**src/rtl/id_ex_stage.sv**
```systemverilog
// id_ex_stage: ID/EX pipeline register for the 5-stage MIPS pipeline.
// It latches the decoded operands and control bits and forwards ALU operands
// from EX/MEM and MEM/WB. It also flags load-use hazards and computes the
// branch target.
// Optional feature macro: ID_EX_FWD_EN
//   - defined:   EX/MEM and MEM/WB forwarding muxes are built.
//   - undefined: operands come straight from the register file, and
//                load_use_stall also interlocks on any EX-stage register writer.

`ifdef ID_EX_FWD_EN
// Per-operand forwarding select. EX/MEM is the younger result, so it wins.
// Register 0 is hard-wired to zero and is never forwarded.
module id_ex_fwd #(
    parameter int DATA_W = 32,
    parameter int REG_AW = 5
) (
    input  logic [REG_AW-1:0] src,
    input  logic [DATA_W-1:0] rf_data,
    input  logic              exmem_reg_write,
    input  logic [REG_AW-1:0] exmem_rd,
    input  logic [DATA_W-1:0] exmem_alu_result,
    input  logic              memwb_reg_write,
    input  logic [REG_AW-1:0] memwb_rd,
    input  logic [DATA_W-1:0] memwb_wdata,
    output logic [DATA_W-1:0] data
);
    // priority mux: EX/MEM over MEM/WB over register file
    always_comb begin
        data = rf_data;
        if (memwb_reg_write && (memwb_rd != '0) && (memwb_rd == src))
            data = memwb_wdata;
        if (exmem_reg_write && (exmem_rd != '0) && (exmem_rd == src))
            data = exmem_alu_result;
    end
endmodule
`endif

module id_ex_stage #(
    parameter int DATA_W = 32,
    parameter int REG_AW = 5
) (
    input  logic              clk,
    input  logic              rst_n,
    input  logic              stall,
    input  logic              flush,
    input  logic              id_valid,
    input  logic [DATA_W-1:0] id_rs_data,
    input  logic [DATA_W-1:0] id_rt_data,
    input  logic [DATA_W-1:0] id_imm,
    input  logic [DATA_W-1:0] id_pc_plus4,
    input  logic [REG_AW-1:0] id_rs,
    input  logic [REG_AW-1:0] id_rt,
    input  logic [REG_AW-1:0] id_rd,
    input  logic              id_alu_src,
    input  logic              id_reg_dst,
    input  logic [2:0]        id_alu_control,
    input  logic              id_reg_write,
    input  logic              id_mem_read,
    input  logic              id_mem_write,
    input  logic              id_branch,
    input  logic              exmem_reg_write,
    input  logic [REG_AW-1:0] exmem_rd,
    input  logic [DATA_W-1:0] exmem_alu_result,
    input  logic              memwb_reg_write,
    input  logic [REG_AW-1:0] memwb_rd,
    input  logic [DATA_W-1:0] memwb_wdata,
    output logic [DATA_W-1:0] alu_a,
    output logic [DATA_W-1:0] alu_b,
    output logic [2:0]        alu_control,
    output logic [DATA_W-1:0] ex_store_data,
    output logic [REG_AW-1:0] ex_write_reg,
    output logic [DATA_W-1:0] ex_branch_target,
    output logic              ex_valid,
    output logic              ex_reg_write,
    output logic              ex_mem_read,
    output logic              ex_mem_write,
    output logic              ex_branch,
    output logic              load_use_stall
);
    localparam int NUM_OPND = 2;  // rs, rt

    typedef struct packed {
        logic              valid;
        logic              reg_write;
        logic              mem_read;
        logic              mem_write;
        logic              branch;
        logic              alu_src;
        logic [2:0]        alu_control;
        logic [REG_AW-1:0] rs;
        logic [REG_AW-1:0] rt;
        logic [REG_AW-1:0] write_reg;
        logic [DATA_W-1:0] rs_data;
        logic [DATA_W-1:0] rt_data;
        logic [DATA_W-1:0] imm;
        logic [DATA_W-1:0] branch_target;
    } id_ex_t;

    id_ex_t d, q;

    // next-state bundle from the ID stage; destination and target are resolved here
    always_comb begin
        d               = '0;
        d.valid         = id_valid;
        d.reg_write     = id_reg_write;
        d.mem_read      = id_mem_read;
        d.mem_write     = id_mem_write;
        d.branch        = id_branch;
        d.alu_src       = id_alu_src;
        d.alu_control   = id_alu_control;
        d.rs            = id_rs;
        d.rt            = id_rt;
        d.write_reg     = id_reg_dst ? id_rd : id_rt;
        d.rs_data       = id_rs_data;
        d.rt_data       = id_rt_data;
        d.imm           = id_imm;
        d.branch_target = id_pc_plus4 + (id_imm << 2);
    end

    // pipeline register: flush beats stall; a flush only clears valid/control,
    // and data fields keep stale values because nothing reads them without valid
    always_ff @(posedge clk or negedge rst_n) begin
        if (!rst_n) begin
            q <= '0;
        end else if (flush) begin
            q.valid       <= 1'b0;
            q.reg_write   <= 1'b0;
            q.mem_read    <= 1'b0;
            q.mem_write   <= 1'b0;
            q.branch      <= 1'b0;
            q.alu_src     <= 1'b0;
            q.alu_control <= 3'b000;
        end else if (!stall) begin
            q <= d;
        end
    end

    // operand lanes: index 0 = rs, index 1 = rt
    logic [NUM_OPND-1:0][REG_AW-1:0] opnd_idx;
    logic [NUM_OPND-1:0][DATA_W-1:0] opnd_rf;
    logic [NUM_OPND-1:0][DATA_W-1:0] opnd_fwd;

    assign opnd_idx = {q.rt, q.rs};
    assign opnd_rf  = {q.rt_data, q.rs_data};

`ifdef ID_EX_FWD_EN
    for (genvar i = 0; i < NUM_OPND; i++) begin : g_fwd
        id_ex_fwd #(.DATA_W(DATA_W), .REG_AW(REG_AW)) u_fwd (
            .src              (opnd_idx[i]),
            .rf_data          (opnd_rf[i]),
            .exmem_reg_write  (exmem_reg_write),
            .exmem_rd         (exmem_rd),
            .exmem_alu_result (exmem_alu_result),
            .memwb_reg_write  (memwb_reg_write),
            .memwb_rd         (memwb_rd),
            .memwb_wdata      (memwb_wdata),
            .data             (opnd_fwd[i])
        );
    end

    // only a load in EX needs a bubble; ALU results reach EX via forwarding
    logic producer;
    assign producer = q.mem_read;
`else
    assign opnd_fwd = opnd_rf;

    // without forwarding, any EX-stage writer is a hazard for the ID reader
    logic producer;
    assign producer = q.mem_read | q.reg_write;

    // forwarding sources and registered indices have no consumer in this build
    logic unused_fwd;
    assign unused_fwd = ^{exmem_reg_write, exmem_rd, exmem_alu_result,
                          memwb_reg_write, memwb_rd, memwb_wdata, opnd_idx};
`endif

    assign alu_a            = opnd_fwd[0];
    assign alu_b            = q.alu_src ? q.imm : opnd_fwd[1];
    assign ex_store_data    = opnd_fwd[1];
    assign alu_control      = q.alu_control;
    assign ex_write_reg     = q.write_reg;
    assign ex_branch_target = q.branch_target;

    // control outputs are gated by valid so a bubble can never write or branch
    assign ex_valid     = q.valid;
    assign ex_reg_write = q.valid & q.reg_write;
    assign ex_mem_read  = q.valid & q.mem_read;
    assign ex_mem_write = q.valid & q.mem_write;
    assign ex_branch    = q.valid & q.branch;

    assign load_use_stall = q.valid & producer & (q.write_reg != '0) &
                            ((q.write_reg == id_rs) | (q.write_reg == id_rt));
endmodule

```
**config.mk**
```make
export PLATFORM = sky130hd
export DESIGN_NAME = id_ex_stage
export DESIGN_NICKNAME = d
export VERILOG_FILES = /design/src/rtl/id_ex_stage.sv
export SDC_FILE = /design/constraint.sdc
export NUM_CORES = 1
export LEC_CHECK = 0
export BUFFER_PORTS_ARGS = -buffer_cell sky130_fd_sc_hd__buf_2
export CAP_MARGIN = 20
export CORE_MARGIN = 10
export CORE_UTILIZATION = 32
export DETAILED_ROUTE_END_ITERATION = 10
export PLACE_DENSITY = 0.63
export SLEW_MARGIN = 40
export SYNTH_ARGS = -nofsm -noshare
export SYNTH_HDL_FRONTEND = slang
export SYNTH_SLANG_ARGS = --single-unit
```
**constraint.sdc**
```tcl
create_clock -name clk -period 2.5 [get_ports clk]
set_clock_uncertainty 0.05 [all_clocks]
set_input_delay 0.5 -clock clk [delete_from_list [all_inputs] [get_ports clk]]
set_output_delay 0.5 -clock clk [all_outputs]
set_load 0.01 [all_outputs]
```
==> reports/metrics.yaml, run 1 <==
required_ns: 2.75
drt_iter0_drc: 339
cp-start-kind: "input pin"
die_x_um: 180
fin_crit_ns: 2.40
p_leak_uw: 0.00566
die_y_um: 180
async_flop_share_pct: 100
synth_top_family_by_area: "simple AND/OR/NAND/NOR gates"
path_max_fanout: 5
grt-ovfl-total: 0
grt_first_pass_wirelength_mm: 40.9
synthMuxAreaShare_pct: 6.22
slew_headroom_pct: 69.2
tightest_slew_ns: 0.460
synth_ff_type: "dfrtp_1"
drt-vias-per-instance: 4.50
utilization_pct: 41.5
htree_levels: 4
fmax_mhz: 417
syn_inst: 954
grt_max_degree: 72
drive_above_1_share_pct: 37.3
power_uw: 7240
synth_cell_types: 55
finalMaxSlewViolations: 0
antenna_found_initial: 1
synth_fa_ha_area_share_pct: 4.67
fin_crit_sh_pct: 96.0
yosys.area_share.simple_pct: 20.5
grt_pass1_vias: 7308
fillCellCount: 2501
io_pins: 375
numPortBuffers: 298
post-dp-hpwl_mm: 20.1
ys_ff_latch: 142
finalHoldViolCount: 0
vdd_drop_max_v: 0.000410
layout.nets: 1465
largest_reg_flops: 37
setup_ws_ns: 0.101
rsz0062_at_grt: "yes"
placed_area_mm2: 0.00981
path_clk_slew_ns: 0.07
cts_tree: "yes"
firstDrtPassIters: 5
arrival_ns: 2.64
stdcell_area_mm2: 0.0105
cts_buffers: 17
initial_core_util_pct: 32.6
place_ws_ns: -0.363
drv_cap: 0
final_common_cell: "nand2_1"
cts_sinks: 142
setup_violations: 0
ys_warn_count: 0
synth_compound_area_share_pct: 9.76
drc: 0
regMostFlops: "q"
outcome: "finished, final reports clean"
synth_edf_count: 0
core_mm2: 0.0252
synthXorXnorAreaFrac_pct: 3.63
path_class: "in -> reg"
vias: 6953
wirelength_mm: 25.4
syn-num-nets: 1217
final_cells: 1545
n_antenna_cell: 0
row_count: 58
detail-route-antenna-nets: 0
post_drt_wl_per_cell_um: 16.4
die_area_mm2: 0.0324
synth.avg_cell_area_um2: 8.60
hold_class: "in -> reg"
cts_buffer_depth: 2
end_kind: "register"
syn_to_final_growth_pct: 27.4
dpl.cell_count: 1508
cts_root_buffer: "clkbuf_16"
synth_area_mm2: 0.00820
gp_congestion: 0.930
final_cell_mix: "nand2_1, buf_2, dfrtp_1"
power_density_mw_per_mm2: 693
grt_usage_pct: 15.4
insertion_delay_ns: 0.42
yosysSeqAreaShare_pct: 43.3
## repair_timing
item,in CTS,in global routing
hold endpoints to repair,34,0
setup endpoints to repair,0,8
hold buffers,1,0
setup buffers,0,4
resized for setup,0,7
## cell families after synthesis
family	Yosys count
AND/OR/NAND/NOR	420
multiplexers	47
XOR/XNOR	34
flip-flops	142
AO/OA/AOI/OAI	125
buffers and inverters	156
adder cells (fa/ha/maj)	30
## stage by stage
step / hold WS, ns / setup TNS [ns]
after global placement: 0.403 / -2.88
after floorplan: 0.154 / 0
after CTS: 0.191 / 0
after global routing: 0.192 / -0.0512
after detailed placement: 0.402 / -3.29
final: 0.218 / 0
## critical path, stage by stage
cell	delay [ns]
buf_2	0.11
ha_1	0.37
a21oi_2	0.21
o211ai_1	0.17
buf_4	0.18
a2111oi_4	0.41
o21ai_2	0.15
nand4_1	0.18
nor4_1	0.07
a211o_1	0.28
## report_power, final
part / switching [uW] / total (uW) / internal [uW]
combinational: 1010 / 1860 / 844
sequential: 205 / 2820 / 2620
clock: 1150 / 2560 / 1410
total: 2370 / 7240 / 4870
## final timing paths
path,cells past startpoint,to,slack (ns),from
max in group asynchronous,3,q[49]$_DFFE_PN0P_,1.22,rst_n
min in group asynchronous,2,ex_branch_target[19]$_DFFE_PN0P_,0.52,rst_n
worst max register to register,3,q[146]$_DFFE_PN0P_,1.35,q[146]$_DFFE_PN0P_
worst min-delay path,3,ex_store_data[31]$_DFFE_PN0P_,0.22,id_rt_data[31]
worst min register to register,2,alu_a[22]$_DFFE_PN0P_,0.42,alu_a[22]$_DFFE_PN0P_
worst max-delay path,10,ex_branch_target[27]$_DFFE_PN0P_,0.10,id_imm[4]
## final cells by class
cell class              instances  area (um2)  share of cell area (%)
multi-input cells             656        3700                    35.4
clock inverters                15         153                    1.46
clock buffers                  17         425                    4.07
flip-flops and latches        142        3550                    34.0
repair buffers                375        2170                    20.7
well taps                     330         413                    3.95
inverters                      10        37.5                   0.359
## per-layer routing
layer | vias up | wire length, um | track usage, %
li1 | 3536 | - | -
met1 | 3194 | 11100 | 18.6
met2 | 202 | 12100 | 25.6
met3 | 19 | 1860 | 5.50
met4 | 2 | 350 | 4.00
met5 | - | 7 | 0
## synthesized netlist by cell type, types with 10 or more instances
library cell	instances	share of area (%)
mux2_2	32	4.4
nand3_1	11	0.67
nor2_1	23	1.1
xor2_1	17	1.8
inv_1	10	0.46
nor3_1	11	0.67
xnor2_1	17	1.8
a21oi_1	27	1.6
dfrtp_1	142	43
ha_1	29	4.4
o21ai_0	41	2.5
buf_4	104	9.5
clkbuf_1	38	1.7
mux2i_1	15	1.8
nand2_1	349	16
Power figures use the tool's default switching activity.
==> run 2: changes to the inputs <==
--- a/config.mk
+++ b/config.mk
@@ -5,12 +5,13 @@
 export SDC_FILE = /design/constraint.sdc
 export NUM_CORES = 1
 export LEC_CHECK = 0
+export ABC_AREA = 1
 export BUFFER_PORTS_ARGS = -buffer_cell sky130_fd_sc_hd__buf_2
 export CAP_MARGIN = 20
 export CORE_MARGIN = 10
 export CORE_UTILIZATION = 32
 export DETAILED_ROUTE_END_ITERATION = 10
-export PLACE_DENSITY = 0.63
+export PLACE_DENSITY = 0.62
 export SLEW_MARGIN = 40
 export SYNTH_ARGS = -nofsm -noshare
 export SYNTH_HDL_FRONTEND = slang
==> reports/metrics.yaml, run 2 <==
async_flop_share_pct: 100  # unchanged
synth_top_cell_by_area: "dfrtp_1"
arrival_ns: 1.72  # -0.92 ns
synth_area_leaders: "dfrtp_1, nand2_1, buf_4"
drc: 0  # unchanged
synth.avg_cell_area_um2: 7.05  # -18%
tightest_slew_ns: 0.787  # +0.327 ns
syn_inst: 1242  # +30%
ys_ff_latch: 142  # unchanged
cts_root_buffer: "clkbuf_16"
cp-start-kind: "register"
finalHoldViolCount: 0  # unchanged
fin_crit_ns: 2.27  # -0.130 ns
grt_first_pass_wirelength_mm: 43.2  # +5.7%
finalMaxSlewViolations: 0  # unchanged
vias: 7912  # +14%
outcome: "finished, final reports clean"
drv_cap: 0  # unchanged
firstDrtPassIters: 5  # unchanged
stdcell_area_mm2: 0.0105  # +0.69%
syn_to_final_growth_pct: 20.2
cts_sinks: 142  # unchanged
vdd_drop_max_v: 0.000401  # -2.1%
setup_violations: 0  # unchanged
detail-route-antenna-nets: 0  # unchanged
placed_area_mm2: 0.00991  # +0.94%
path_class: "reg -> out"
ys_warn_count: 0  # unchanged
grt_max_degree: 164  # +130%
core_mm2: 0.0270  # +7.0%
synth_area_mm2: 0.00875  # +6.7%
die_y_um: 185  # +2.9%
synth_commonest_cells: "nand2_1, dfrtp_1, inv_1"
cts_buffer_depth: 2  # unchanged
grt_usage_pct: 16.2  # +0.81 points
synth_cell_types: 30  # -45%
synth_ff_type: "dfrtp_1"
end_kind: "primary output"
layout.nets: 1697  # +16%
die_area_mm2: 0.0344  # +5.9%
synth_most_common_cell: "nand2_1"
fin_crit_sh_pct: 90.7  # -5.2 points
final_common_cell: "nand2_1"
path_clk_slew_ns: 0.07  # about the same
grt_pass1_vias: 7744  # +6.0%
drive_above_1_share_pct: 24.5  # -13 points
final_cell_mix: "nand2_1, buf_2, dfrtp_1"
tns_ns: 0  # unchanged
drt-vias-per-instance: 4.42  # -1.8%
syn-num-nets: 1505  # +24%
cts_buffers: 17  # unchanged
setup_ws_ns: 0.232  # +0.130 ns
post_drt_wl_per_cell_um: 15.9  # -3.2%
p_leak_uw: 0.00609  # +7.5%
regMostFlops: "q"
synth_edf_count: 0  # unchanged
place_ws_ns: 0.169  # +0.531 ns
final_cells: 1791  # +16%
power_density_mw_per_mm2: 680  # -1.9%
numPortBuffers: 298  # unchanged
htree_levels: 4  # unchanged
fmax_mhz: 441  # +5.8%
hold_class: "in -> reg"
insertion_delay_ns: 0.43  # about the same
gp_congestion: 0.859  # -7.6%
grt-ovfl-total: 0  # unchanged
synth_top_area_share_pct: 40.6  # -2.7 points
post-dp-hpwl_mm: 22.8  # +13%
path_max_fanout: 44  # +39
holdWs_ns: 0.213  # -0.00517 ns
largest_reg_flops: 37  # unchanged
rsz0062_at_grt: "no"
required_ns: 1.95  # -0.80 ns
io_pins: 375  # unchanged
yosysSeqAreaShare_pct: 40.6  # -2.7 points
antenna_found_initial: 4  # +3
slew_headroom_pct: 47.5  # -22 points
initial_core_util_pct: 32.5  # -0.10 points
cts_tree: "yes"
dpl.cell_count: 1755  # +16%
drt_iter0_drc: 563  # +66%
row_count: 60  # +3.4%
die_x_um: 185  # +2.9%
cts_resized: 0  # unchanged
wirelength_mm: 28.5  # +12%
## run 2: cell count changes in the layout (fill, tap and decap cells not counted), moves of 32 or more
cell | before | now
nand2_1 | 349 | 532
nand3_1 | 11 | 52
inv_1 | 9 | 136
buf_4 | 69 | 12
mux2_2 | 32 | 0
o21ai_0 | 40 | 83
## run 2: cells by family (layout without fill, tap and decap cells)
family | count (synthesis) | in the layout | share of synthesized area, %
xor+xnor | 16 | 16 | 1.60
other cells | 0 | 3 | 0
compound gates | 121 | 121 | 7.25
fa+ha+maj | 30 | 30 | 4.37
simple gates | 653 | 653 | 29.4
flops | 142 | 142 | 40.6
buf+inv | 280 | 485 | 16.8
## run 2: layer usage
layer  wire, um  track usage [%]
met5         13                0
met4        551             5.69
met3       1690             3.76
met2      14100             27.4
met1      12200             19.7
## run 2: cell type report
class,count,area [um2]
sequential,142,3550
antenna,3,7.51
clock inverter,15,174
inverter,138,519
timing repair buffer,315,1680
tap,341,427
multi-input combinational,820,3740
clock buffer,17,425
fill,2859,16400
## run 2: critical path, cell delays in order (launching register included)
cell,delay [ns]
dfrtp_2,0.56
buf_12,0.23
o21ai_0,0.28
buf_2,0.20
## run 2: path summary, 6_finish.rpt
kind / start / endpoint / slack [ns] / cells past startpoint
setup reg to reg: q[146]$_DFFE_PN0P_ / q[146]$_DFFE_PN0P_ / 1.57 / 2
hold / removal: id_valid / ex_valid$_DFFE_PN0P_ / 0.21 / 3
setup / recovery: q[146]$_DFFE_PN0P_ / alu_b[10] / 0.23 / 3
max in group asynchronous: rst_n / ex_branch_target[9]$_DFFE_PN0P_ / 1.18 / 3
hold reg to reg: alu_a[11]$_DFFE_PN0P_ / alu_a[11]$_DFFE_PN0P_ / 0.42 / 2
min in group asynchronous: rst_n / ex_branch_target[4]$_DFFE_PN0P_ / 0.55 / 2
## run 2: stage by stage
stage / utilization (%) / total power [uW]
2_1_floorplan: - / 4100
3_3_place_gp: 36.8 / 4610
3_5_place_dp: 36.8 / 4630
4_1_cts: 39.0 / 7260
5_1_grt: 39.0 / 7590
6_report: 39.0 / 7150
## run 2: power by group
part | internal, uW | switching, uW | leakage, uW | total [uW]
registers | 2610 | 173 | 0.00176 | 2780
logic | 680 | 1090 | 0.00404 | 1770
clock network | 1430 | 1170 | 0.000291 | 2600
## run 2: timing repair
item	4_1_cts	5_1_grt
setup buffers	0	0
setup endpoints to repair	0	0
hold buffers	1	0
hold endpoints to repair	3	0
==> run 3: changes to the inputs <==
--- a/config.mk
+++ b/config.mk
@@ -11,7 +11,8 @@
 export CORE_MARGIN = 10
 export CORE_UTILIZATION = 32
 export DETAILED_ROUTE_END_ITERATION = 10
-export PLACE_DENSITY = 0.62
+export PLACE_DENSITY = 0.65
+export REMOVE_ABC_BUFFERS = 1
 export SLEW_MARGIN = 40
 export SYNTH_ARGS = -nofsm -noshare
 export SYNTH_HDL_FRONTEND = slang
==> constraint.sdc (replaced) <==
create_clock -name clk -period 2.04 [get_ports clk]
set_clock_uncertainty 0.05 [all_clocks]
set_input_delay 0.408 -clock clk [delete_from_list [all_inputs] [get_ports clk]]
set_output_delay 0.408 -clock clk [all_outputs]
set_load 0.01 [all_outputs]
==> reports/metrics.yaml, run 3 (same netlist as run 2, synthesis figures left out) <==
die_x_um: 185  # unchanged
vias: 8055  # +1.8%
power_density_mw_per_mm2: 819  # +20%
htree_levels: 4  # unchanged
grt_first_pass_wirelength_mm: 42.6  # -1.4%
holdWs_ns: 0.122  # -0.0902 ns
required_ns: 1.58  # -0.37 ns
final_cell_mix: "nand2_1, buf_2, dfrtp_1"
slew_headroom_pct: 60.5  # +13 points
multiInputGateArea_mm2: 0.00375  # +0.33%
setup_violations: 1  # +1
worstReg2RegStart: "q[146]$_DFFE_PN0P_"
regArea_mm2: 0.00356  # about the same
fillCellCount: 2880  # +0.73%
cp-start-kind: "register"
cts_tree: "yes"
grt-ovfl-total: 0  # unchanged
cts_buffers: 17  # unchanged
initial_core_util_pct: 32.5  # unchanged
grt_usage_pct: 15.7  # -0.49 points
drt_iter0_drc: 411  # -27%
antenna_found_initial: 1  # -3
path_class: "reg -> out"
violations: "setup timing"
regMostFlops: "q"
setup_ws_ns: -0.0842  # -0.316 ns
grt_pass1_vias: 8080  # +4.3%
io_pins: 375  # unchanged
gp_congestion: 0.863  # +0.37%
row_count: 60  # unchanged
power_uw: 8800  # +23%
path_clk_slew_ns: 0.08  # about the same
hold_class: "in -> reg"
wirelength_mm: 27.7  # -2.9%
final_common_cell: "nand2_1"
whs_path_depth: 3  # unchanged
grt_max_degree: 69  # -58%
holdPathEnd: "q[147]$_DFFE_PN0P_"
rsz0062_at_grt: "yes"
insertion_delay_ns: 0.42  # about the same
vdd_drop_max_v: 0.000358  # -11%
p_leak_uw: 0.00622  # +2.1%
drc: 0  # unchanged
die_area_mm2: 0.0344  # unchanged
post_drt_wl_per_cell_um: 15.2  # -4.3%
drive_above_1_share_pct: 26.2  # +1.7 points
finalHoldViolCount: 0  # unchanged
layout.nets: 1725  # +1.6%
regToRegEndpoint: "q[146]$_DFFE_PN0P_"
tightest_slew_ns: 0.592  # -0.195 ns
numPortBuffers: 298  # unchanged
reg2reg_slack_ns: 1.04  # -0.53 ns
core_mm2: 0.0270  # unchanged
cts_root_buffer: "clkbuf_16"
cts_sinks: 142  # unchanged
syn_to_final_growth_pct: 22.7
path_max_fanout: 3  # -93%
cts_buffer_depth: 2  # unchanged
fmax_mhz: 471
die_y_um: 185  # unchanged
post-dp-hpwl_mm: 21.8  # -4.0%
detail-route-antenna-nets: 0  # unchanged
outcome: "finished with violations"
largest_reg_flops: 37  # unchanged
finalMaxSlewViolations: 0  # unchanged
place_ws_ns: -0.142  # -0.310 ns
firstDrtPassIters: 5  # unchanged
fin_crit_ns: 2.12
holdCritStartpoint: "id_branch"
drt-vias-per-instance: 4.43  # +0.35%
reg2reg_depth: 3  # +1
arrival_ns: 1.67  # -0.05 ns
fin_crit_sh_pct: 104
end_kind: "primary output"
tns_ns: -0.0842  # -0.0842 ns
drv_cap: 0  # unchanged
[run 3: how the worst max path moves through the flow]
stage,cells after the start,slack (ns),end,startpoint
3_5_place_dp,14,-0.14,ex_branch_target[26]$_DFFE_PN0P_,id_imm[0]
4_1_cts,5,-0.11,load_use_stall,ex_write_reg[0]$_DFFE_PN0P_
3_3_place_gp,14,-0.14,ex_branch_target[18]$_DFFE_PN0P_,id_imm[0]
5_1_grt,5,-0.15,load_use_stall,ex_write_reg[2]$_DFFE_PN0P_
2_1_floorplan,5,-7.33,ex_branch_target[17]$_DFFE_PN0P_,stall
6_report,5,-0.08,load_use_stall,ex_write_reg[2]$_DFFE_PN0P_
[run 3: through the flow]
stage / utilization, % / cell area [um2] / instances
2_1_floorplan: - / 7800 / 1100
3_3_place_gp: 37.5 / 10100 / 1779
3_5_place_dp: 37.5 / 10100 / 1779
4_1_cts: 39.7 / 10700 / 1814
5_1_grt: 39.9 / 10700 / 1817
6_report: 39.9 / 10700 / 1817
[run 3: critical path: stages, from the launching register on]
cell,delay [ns]
dfrtp_1,0.42
xor2_1,0.17
a221oi_1,0.22
nand3_1,0.12
a21oi_1,0.15
buf_2,0.16
[run 3: what timing repair did]
action,4_1_cts,5_1_grt
gates resized for setup,2,3
endpoints found under the setup margin,1,1
hold buffers,1,0
setup buffers,2,2
endpoints found under the hold margin,18,0
pin swaps,2,3
[run 3: per-layer routing]
layer | wire (um) | up-vias | track usage [%]
met1 | 11800 | 3687 | 18.8
met3 | 2000 | 21 | 4.15
met2 | 13400 | 195 | 27.0
met5 | 0 | - | 0
li1 | - | 4152 | -
met4 | 388 | 0 | 4.78
[run 3: final cells by class]
type	count	share of cell area, %
diodes	1	0.0233
clock buffers	18	3.99
clock inverters	14	1.35
inverters	138	4.85
multi-input cells	820	34.9
flip-flops and latches	142	33.1
well taps	341	3.97
repair buffers	343	17.8
[run 3: report_power, final]
part           leakage [uW]  internal [uW]  total (uW)  switching (uW)
logic               0.00419            902        2240            1340
registers           0.00175           3200        3400             203
clock network      0.000273           1730        3150            1420
